--- src/rtl/cpstr_man_rx_pkg.sv ---
// Shared cpstr constants: escape byte, decoder state encoding, index width helper.
// The TX escaper imports the same values so both directions agree on framing.
package cpstr_man_rx_pkg;

    localparam logic [7:0] CPSTR_ESC_CHAR = 8'h5A;

    typedef enum logic {
        S_DATA = 1'b0,
        S_ESC  = 1'b1
    } cpstr_state_e;

    // Index width for the one-hot decode; never narrower than one bit.
    function automatic int cpstr_idx_w(input int n);
        return (n > 1) ? $clog2(n) : 1;
    endfunction

endpackage

--- src/rtl/cpstr_unesc.sv ---
// Escape decoder: splits an escaped byte stream into plain data bytes and
// escaped index bytes. Inverse of cpstr_esc; consumes a byte only when i_ready.
module cpstr_unesc
    import cpstr_man_rx_pkg::*;
#(
    parameter logic [7:0] ESC_CHAR = CPSTR_ESC_CHAR
) (
    input  logic       i_clk,
    input  logic       i_rst,
    input  logic [7:0] i_data,
    input  logic       i_valid,
    output logic       o_ready,
    output logic [7:0] o_data,
    output logic       o_valid,
    output logic [7:0] o_esc_data,
    output logic       o_esc_valid,
    input  logic       i_ready
);

    cpstr_state_e state_q, state_d;
    logic         is_esc;
    logic         take;

    assign is_esc     = (i_data == ESC_CHAR);
    assign take       = i_valid && i_ready;
    assign o_ready    = i_ready;
    assign o_data     = i_data;
    assign o_esc_data = i_data;

    always_comb begin
        state_d     = state_q;
        o_valid     = 1'b0;
        o_esc_valid = 1'b0;
        case (state_q)
            S_DATA: begin
                if (is_esc) begin
                    if (take) state_d = S_ESC;
                end else begin
                    o_valid = i_valid;
                end
            end
            S_ESC: begin
                // ESC,ESC is a literal; anything else after ESC is an index.
                o_valid     = i_valid && is_esc;
                o_esc_valid = i_valid && !is_esc;
                if (take) state_d = S_DATA;
            end
            default: state_d = S_DATA;
        endcase
    end

    always_ff @(posedge i_clk) begin
        if (i_rst) state_q <= S_DATA;
        else       state_q <= state_d;
    end

endmodule

--- src/rtl/cpstr_man_rx.sv ---
// Receive-side stream demultiplexer: decodes {ESC_CHAR, idx} framing and routes
// data bytes through a single-entry output register to one of NUM_STREAMS outputs.
module cpstr_man_rx
    import cpstr_man_rx_pkg::*;
#(
    parameter int         NUM_STREAMS = 2,
    parameter logic [7:0] ESC_CHAR    = CPSTR_ESC_CHAR
) (
    input  logic                       i_clk,
    input  logic                       i_rst,
    input  logic [7:0]                 i_data,
    input  logic                       i_valid,
    output logic                       o_ready,
    output logic [8*NUM_STREAMS-1:0]   o_data,
    output logic [NUM_STREAMS-1:0]     o_valid,
    input  logic [NUM_STREAMS-1:0]     i_ready,
    output logic [7:0]                 o_stridx,
    output logic                       o_stridx_valid,
    output logic                       o_err,
    output logic                       o_drop
);

    localparam int         IDX_W = cpstr_idx_w(NUM_STREAMS);
    localparam logic [7:0] NS8   = 8'(NUM_STREAMS);

    logic [7:0]             dat_b, esc_b;
    logic                   dat_v, esc_v;
    logic                   rdy, drain, idx_ok;

    logic                   full_q, full_d;
    logic [7:0]             data_q, data_d;
    logic [NUM_STREAMS-1:0] dest_q, dest_d;
    logic [7:0]             stridx_q, stridx_d;
    logic                   stridx_valid_q, stridx_valid_d;
    logic                   err_q, err_d;
    logic                   drop_q, drop_d;

    // Ready never looks at i_valid, only at the held byte's own destination.
    assign drain = full_q && ((dest_q & i_ready) != '0);
    assign rdy   = !full_q || drain;

    cpstr_unesc #(
        .ESC_CHAR(ESC_CHAR)
    ) u_unesc (
        .i_clk      (i_clk),
        .i_rst      (i_rst),
        .i_data     (i_data),
        .i_valid    (i_valid),
        .o_ready    (o_ready),
        .o_data     (dat_b),
        .o_valid    (dat_v),
        .o_esc_data (esc_b),
        .o_esc_valid(esc_v),
        .i_ready    (rdy)
    );

    assign idx_ok = (esc_b < NS8);

    always_comb begin
        full_d         = full_q;
        data_d         = data_q;
        dest_d         = dest_q;
        stridx_d       = stridx_q;
        stridx_valid_d = stridx_valid_q;
        err_d          = 1'b0;
        drop_d         = 1'b0;

        if (drain) full_d = 1'b0;

        if (rdy && esc_v) begin
            stridx_d       = esc_b;
            stridx_valid_d = idx_ok;
            err_d          = !idx_ok;
        end

        // Routing uses the index registered before this byte, so a switch
        // never retargets a byte already held or accepted in the same cycle.
        if (rdy && dat_v) begin
            if (stridx_valid_q) begin
                data_d = dat_b;
                dest_d = NUM_STREAMS'(1) << stridx_q[IDX_W-1:0];
                full_d = 1'b1;
            end else begin
                drop_d = 1'b1;
            end
        end
    end

    always_ff @(posedge i_clk) begin
        if (i_rst) begin
            full_q         <= 1'b0;
            data_q         <= '0;
            dest_q         <= '0;
            stridx_q       <= '0;
            stridx_valid_q <= 1'b0;
            err_q          <= 1'b0;
            drop_q         <= 1'b0;
        end else begin
            full_q         <= full_d;
            data_q         <= data_d;
            dest_q         <= dest_d;
            stridx_q       <= stridx_d;
            stridx_valid_q <= stridx_valid_d;
            err_q          <= err_d;
            drop_q         <= drop_d;
        end
    end

    for (genvar g = 0; g < NUM_STREAMS; g++) begin : g_lane
        assign o_data[8*g +: 8] = data_q;
    end

    assign o_valid        = full_q ? dest_q : '0;
    assign o_stridx       = stridx_q;
    assign o_stridx_valid = stridx_valid_q;
    assign o_err          = err_q;
    assign o_drop         = drop_q;

endmodule

--- config.mk ---
export PLATFORM = sky130hd
export DESIGN_NAME = cpstr_man_rx
export DESIGN_NICKNAME = d
export VERILOG_FILES = /design/src/rtl/cpstr_man_rx_pkg.sv /design/src/rtl/cpstr_unesc.sv /design/src/rtl/cpstr_man_rx.sv
export SDC_FILE = /design/constraint.sdc
export NUM_CORES = 1
export LEC_CHECK = 0
export ABC_AREA = 1
export ABC_CLOCK_PERIOD_IN_PS = 2600
export CORE_ASPECT_RATIO = 1.25
export CORE_UTILIZATION = 44
export DETAILED_ROUTE_END_ITERATION = 16
export GPL_ROUTABILITY_DRIVEN = 1
export PLACE_DENSITY = 0.82
export SYNTH_ARGS = -nofsm -noshare
export SYNTH_HDL_FRONTEND = slang
export SYNTH_SLANG_ARGS = --single-unit
export TNS_END_PERCENT = 30
--- constraint.sdc ---
create_clock -name i_clk -period 2.6 [get_ports i_clk]
set_clock_uncertainty 0.05 [all_clocks]
set_input_delay 0.39 -clock i_clk [delete_from_list [all_inputs] [get_ports i_clk]]
set_output_delay 0.39 -clock i_clk [all_outputs]
set_load 0.03 [all_outputs]
==> impl_metrics.json, run 1 <==
{
  "grt_first_pass_wirelength_um": 3670,
  "synthDistinctLibCells": 26,
  "end_kind": "output port",
  "antenna_cells": 0,
  "synth_top_family_by_area": "simple AND/OR/NAND/NOR gates",
  "die_area_mm2": 0.002521,
  "ir_drop_mv": 0.4270,
  "syn2layout_area_growth_pct": 40.39,
  "numPlacedInstances": 185,
  "synth_simple_gate_area_share_pct": 24.48,
  "synth_edf_count": 0,
  "p_leak_nw": 0.5503,
  "syn_avg_cell_area_um2": 8.379,
  "drive_gt1_share_pct": 11.39,
  "die_y_um": 55.89,
  "drtIter0Drc": 28,
  "vias": 933,
  "rows": 19,
  "drc": 0,
  "p_comb_share_pct": 19.9,
  "max_slew_margin_pct": 70.18,
  "grt_pass1_vias": 878,
  "grt_max_degree": 20,
  "cts_buffers": 3,
  "worstPathArrival_ns": 1.70,
  "gp_congestion": 0.8143,
  "required_ns": 2.16,
  "intPower_mw": 0.4804,
  "layout_min_cycle_time_ns": 2.135,
  "synthAdderAreaFrac_pct": 0,
  "place.port_buffers": 42,
  "final_antenna_net_count": 0,
  "clk_latency_ns": 0.31,
  "switching_share_pct": 27.88,
  "clk_pin_slew_ns": 0.12,
  "synth.most_common_cell": "dfxtp_1",
  "p_sw_mw": 0.1857,
  "synth_xor_xnor_area_share_pct": 0,
  "cts_setup_buffers": 0,
  "antenna_found_initial": 0,
  "fin_cells": 189,
  "cts_tree": "built",
  "cp-start-kind": "input pin",
  "synthCells": 122,
  "finalSetupTns_ns": 0,
  "vias_per_cell": 4.937,
  "hold_buffers": 0,
  "io_pins": 43,
  "routed_wl_um": 2198,
  "wl_per_cell_um": 11.63,
  "synth.area.top_cells": "dfxtp_1 45%, a21oi_1 8.3%, o21ai_0 7.8%, buf_4 5.9%, nand2_1 4.4%",
  "drt_first_pass_iters": 6,
  "design.core.area_mm2": 0.002187,
  "slew_viol_final": 0,
  "setup_viol": 0,
  "synthTopCellsByCount": "23 x dfxtp_1, 17 x a21oi_1, 16 x o21ai_0",
  "yosysTopAreaCell": "dfxtp_1",
  "period_share_pct": 82.12,
  "cts_num_sinks": 23,
  "ys_seq_area_share_pct": 45.04,
  "cts_buffer_depth": 2,
  "yosysWarningCount": 0,
  "syn_area_mm2": 0.001022,
  "syn-num-nets": 135,
  "final-hold-violation-count": 0,
  "synth_ff_type": "dfxtp_1",
  "outcome": "complete, no violations",
  "nets": 172,
  "cts_max_level": 1,
  "dpl.hpwl_um": 1696,
  "synth-seq-cells": 23,
  "crit_path_max_fanout": 3,
  "worst_slew_pin_slew_ns": 0.4467,
  "clockPowerShare_pct": 24.2,
  "grt-ovfl-total": 0,
  "synth_compound_area_share_pct": 17.99,
  "power.density_mw_per_mm2": 464.1,
  "cts_repair_resize_count": 0,
  "synth-async-reset-ratio_pct": 0,
  "seqPwrFrac_pct": 55.9,
  "hp-class": "reg -> reg",
  "rsz0062_at_grt": "false",
  "synthMuxAreaShare_pct": 0,
  "dieWidth_um": 45.11,
  "track_usage_pct": 19.62,
  "criticalPathCategory": "in -> out",
  "drv_cap": 0,
  "synth_top_area_share_pct": 45.04,
  "initial_utilization_pct": 46.74,
  "root_buffer": "clkbuf_4",
  "fmax_mhz": 468.3
}
placed cells by master (no fill, tap or decap), types with 3 or more instances in the layout:
master            n
clkdlybuf4s50_1  42
dfxtp_1          23
a21oi_1          17
o21ai_0          16
nand2_1          12
nor2_1           12
inv_1            10
nor3_1            3
clkbuf_4          3
metrics by stage:
step / cell area (um^2) / worst slack (ns) / power (mW) / utilization (%) / hold slack (ns)
final: 1435 / 0.4648 / 0.6661 / 65.62 / 0.4669
after CTS: 1435 / 0.4584 / 0.6687 / 65.62 / 0.4700
after floorplan: 1022 / 1.170 / 0.4589 / - / 0.4024
after global routing: 1435 / 0.4019 / 0.6929 / 65.62 / 0.4949
after global placement: 1409 / 0.4757 / 0.5096 / 64.42 / 0.4364
after detailed placement: 1409 / 0.4572 / 0.5125 / 64.42 / 0.4489
worst max-delay path, stage by stage:
cell	delay (ns)
clkdlybuf4s50_1	0.45
nand2_1	0.06
nand3_2	0.12
clkdlybuf4s50_1	0.68
kinds of logic (layout without fill, tap and decap cells):
group | Yosys count | count (layout)
flip-flops | 23 | 23
AO/OA/AOI/OAI | 35 | 35
AND/OR/NAND/NOR | 41 | 41
buffers and inverters | 23 | 59
cell type report:
| class | instances | area, um^2 |
|---|---|---|
| tap | 31 | 38.79 |
| inverter | 12 | 47.55 |
| fill | 207 | 752.0 |
| timing repair buffer | 43 | 427.9 |
| clock buffer | 4 | 26.28 |
| sequential | 23 | 460.4 |
| multi-input combinational | 76 | 434.2 |
path summary, 6_finish.rpt:
path	end	start	cells past startpoint	slack [ns]
worst max-delay path	o_ready	i_ready[1]	4	0.46
worst min-delay path	dest_q[1]	dest_q[1]	2	0.47
worst max register to register	dest_q[0]	dest_q[1]	9	1.21
worst min register to register	dest_q[1]	dest_q[1]	2	0.47
power by group through the flow:
stage | Clock, mW | Sequential, mW | Combinational, mW
global placement | 0 | 0.380 | 0.130
detailed placement | 0 | 0.380 | 0.132
CTS | 0.163 | 0.372 | 0.133
finish | 0.161 | 0.372 | 0.133
floorplan | 0 | 0.402 | 0.0572
global route | 0.177 | 0.374 | 0.141
registers in the layout, indices dropped and copies added, names as in the netlist:
register         count
data_q               8
dest_q               2
full_q               1
o_drop               1
o_err                1
o_stridx             8
o_stridx_valid       1
u_unesc.state_q      1
routing by layer:
metal,global-route usage [%],wire length (um)
met1,22.41,948
met2,34.16,1128
met3,1.948,71
met4,10.39,50
met5,0,0
Power figures use the tool's default switching activity.
==> run 2, diff against run 1 <==
--- a/config.mk
+++ b/config.mk
@@ -6,12 +6,12 @@
 export NUM_CORES = 1
 export LEC_CHECK = 0
 export ABC_AREA = 1
-export ABC_CLOCK_PERIOD_IN_PS = 2600
+export ABC_CLOCK_PERIOD_IN_PS = 2100
 export CORE_ASPECT_RATIO = 1.25
-export CORE_UTILIZATION = 44
+export CORE_UTILIZATION = 41
 export DETAILED_ROUTE_END_ITERATION = 16
 export GPL_ROUTABILITY_DRIVEN = 1
-export PLACE_DENSITY = 0.82
+export PLACE_DENSITY = 0.78
 export SYNTH_ARGS = -nofsm -noshare
 export SYNTH_HDL_FRONTEND = slang
 export SYNTH_SLANG_ARGS = --single-unit
==> constraint.sdc (replaced) <==
create_clock -name i_clk -period 2.1 [get_ports i_clk]
set_clock_uncertainty 0.05 [all_clocks]
set_input_delay 0.315 -clock i_clk [delete_from_list [all_inputs] [get_ports i_clk]]
set_output_delay 0.315 -clock i_clk [all_outputs]
set_load 0.03 [all_outputs]
==> run 2 against run 1 <==
  * Critical endpoint unchanged
  * Largest power group unchanged
  * Via count fell by 0.32%
  * Largest cell class unchanged
  * First-iteration DRC count fell by 61%
  * Sequential share of layout area fell by 0.084 points
  * Critical path depth did not move
==> impl_metrics.json, run 2 (same netlist as run 1, synthesis figures left out) <==
{
  "wl_per_cell_um": 12.24,
  "vias_per_cell": 4.921,
  "drtIter0Drc": 11,
  "cts_num_sinks": 23,
  "die_y_um": 57.83,
  "drv_cap": 0,
  "grt_max_degree": 20,
  "switching_share_pct": 29.26,
  "worstPathArrival_ns": 1.63,
  "setup_ws_ns": 0.1027,
  "drt-met1-wl_um": 999,
  "critPathMostFrequentCell": "clkdlybuf4s50_1",
  "wl_met2_um": 1117,
  "power.density_mw_per_mm2": 583.2,
  "multi_input_area_um2": 434.2,
  "root_buffer": "clkbuf_4",
  "drc": 0,
  "final-hold-violation-count": 0,
  "seqPwrFrac_pct": 55.0,
  "slowest_stage": "clkdlybuf4s50_1",
  "rsz0062_at_grt": "false",
  "layout_common_cells": "42 x clkdlybuf4s50_1, 23 x dfxtp_1, 17 x a21oi_1",
  "finalSetupTns_ns": 0,
  "cts_repair_resize_count": 0,
  "max_slew_margin_pct": 70.52,
  "layout_min_cycle_time_ns": 1.997,
  "pre_cts_ws_ns": 0.09927,
  "wl_met3_um": 121,
  "dieWidth_um": 46.66,
  "ir_drop_mv": 0.4321,
  "seq_area_um2": 460.4,
  "antenna_found_initial": 0,
  "final_common_cell": "clkdlybuf4s50_1",
  "initial_utilization_pct": 44.79,
  "hold_buffers": 0,
  "cts_tree": "built",
  "slowest_delay_ns": 0.68,
  "place.port_buffers": 42,
  "routed.top_layer": "met4",
  "vias": 930,
  "rows": 19,
  "required_ns": 1.74,
  "end_kind": "output port",
  "syn2layout_area_growth_pct": 40.76,
  "crit_chain": "clkdlybuf4s50_1 > nand2_1 > nand3_2 > clkdlybuf4s50_1",
  "drive_gt1_share_pct": 12.03,
  "design.core.area_mm2": 0.002282,
  "die_area_mm2": 0.002698,
  "total_power_mw": 0.8391,
  "nets": 172,
  "io_pins": 43,
  "grt_first_pass_wirelength_um": 3657,
  "gp_congestion": 0.7590,
  "cp.buffers_inverters": 2,
  "fmax_mhz": 500.7,
  "cp-start-kind": "input pin",
  "drt_first_pass_iters": 4,
  "dpl.hpwl_um": 1818,
  "clk_pin_slew_ns": 0.12,
  "clockPowerShare_pct": 25.4,
  "p_leak_nw": 0.5493,
  "holdWs_ns": 0.4651,
  "period_share_pct": 95.11,
  "placed_area_mm2": 0.001409,
  "n_fill_cell": 216,
  "crit_path_max_fanout": 3,
  "criticalPathCategory": "in -> out",
  "antenna_cells": 0,
  "final_antenna_net_count": 0,
  "cts_max_level": 1,
  "intPower_mw": 0.5936,
  "worst_slew_pin_slew_ns": 0.4417,
  "grt-ovfl-total": 0,
  "p_comb_share_pct": 19.7,
  "grt_pass1_vias": 855,
  "design_area_mm2": 0.001439,
  "crit_family": "buffers and inverters",
  "cts_setup_buffers": 0,
  "cts_buffers": 3,
  "p_sw_mw": 0.2456,
  "hp-class": "reg -> reg",
  "cts_buffer_depth": 2,
  "slew_viol_final": 0,
  "track_usage_pct": 18.66,
  "setup_viol": 0,
  "routed_wl_um": 2314,
  "clk_latency_ns": 0.32,
  "outcome": "complete, no violations"
}
## run 2: cell count changes in the layout (fill, tap and decap cells not counted)
cell	before	now
clkbuf_1	1	0
clkinvlp_4	0	1
## run 2: final cells by class
type,count,area share (%)
inverters,12,3.304
multi-input cells,76,30.17
well taps,31,2.696
repair buffers,43,29.74
flip-flops and latches,23,32.00
clock inverters,1,0.5217
clock buffers,3,1.565
## run 2: routing by layer
| metal | GRT usage [%] | vias to the layer above |
|---|---|---|
| li1 | - | 467 |
| met4 | 13.06 | 0 |
| met5 | 0 | - |
| met2 | 28.97 | 35 |
| met1 | 22.59 | 421 |
| met3 | 3.115 | 7 |
## run 2: final timing paths
path              startpoint         to  slack (ns)  cells after the start
hold / removal     dest_q[1]  dest_q[1]        0.47                      2
setup / recovery  i_ready[1]    o_ready        0.10                      4
setup reg to reg   dest_q[1]  dest_q[0]        0.72                      9
hold reg to reg    dest_q[1]  dest_q[1]        0.47                      2
## run 2: metrics by stage
step	std cells	util (%)
2_1_floorplan	122	-
3_3_place_gp	185	61.73
3_5_place_dp	185	61.73
4_1_cts	189	63.05
5_1_grt	189	63.05
6_report	189	63.05
## run 2: tightest hold or removal path, stage by stage, from the launching register on
cell	delay [ns]
dfxtp_1	0.35
nand2_1	0.09
a21oi_2	0.05
## run 2: power by group through the flow
stage,registers (mW),clock network [mW],logic (mW)
4_1_cts,0.461,0.219,0.166
2_1_floorplan,0.497,0,0.0708
5_1_grt,0.463,0.237,0.177
6_report,0.461,0.213,0.165
3_5_place_dp,0.471,0,0.165
3_3_place_gp,0.470,0,0.162
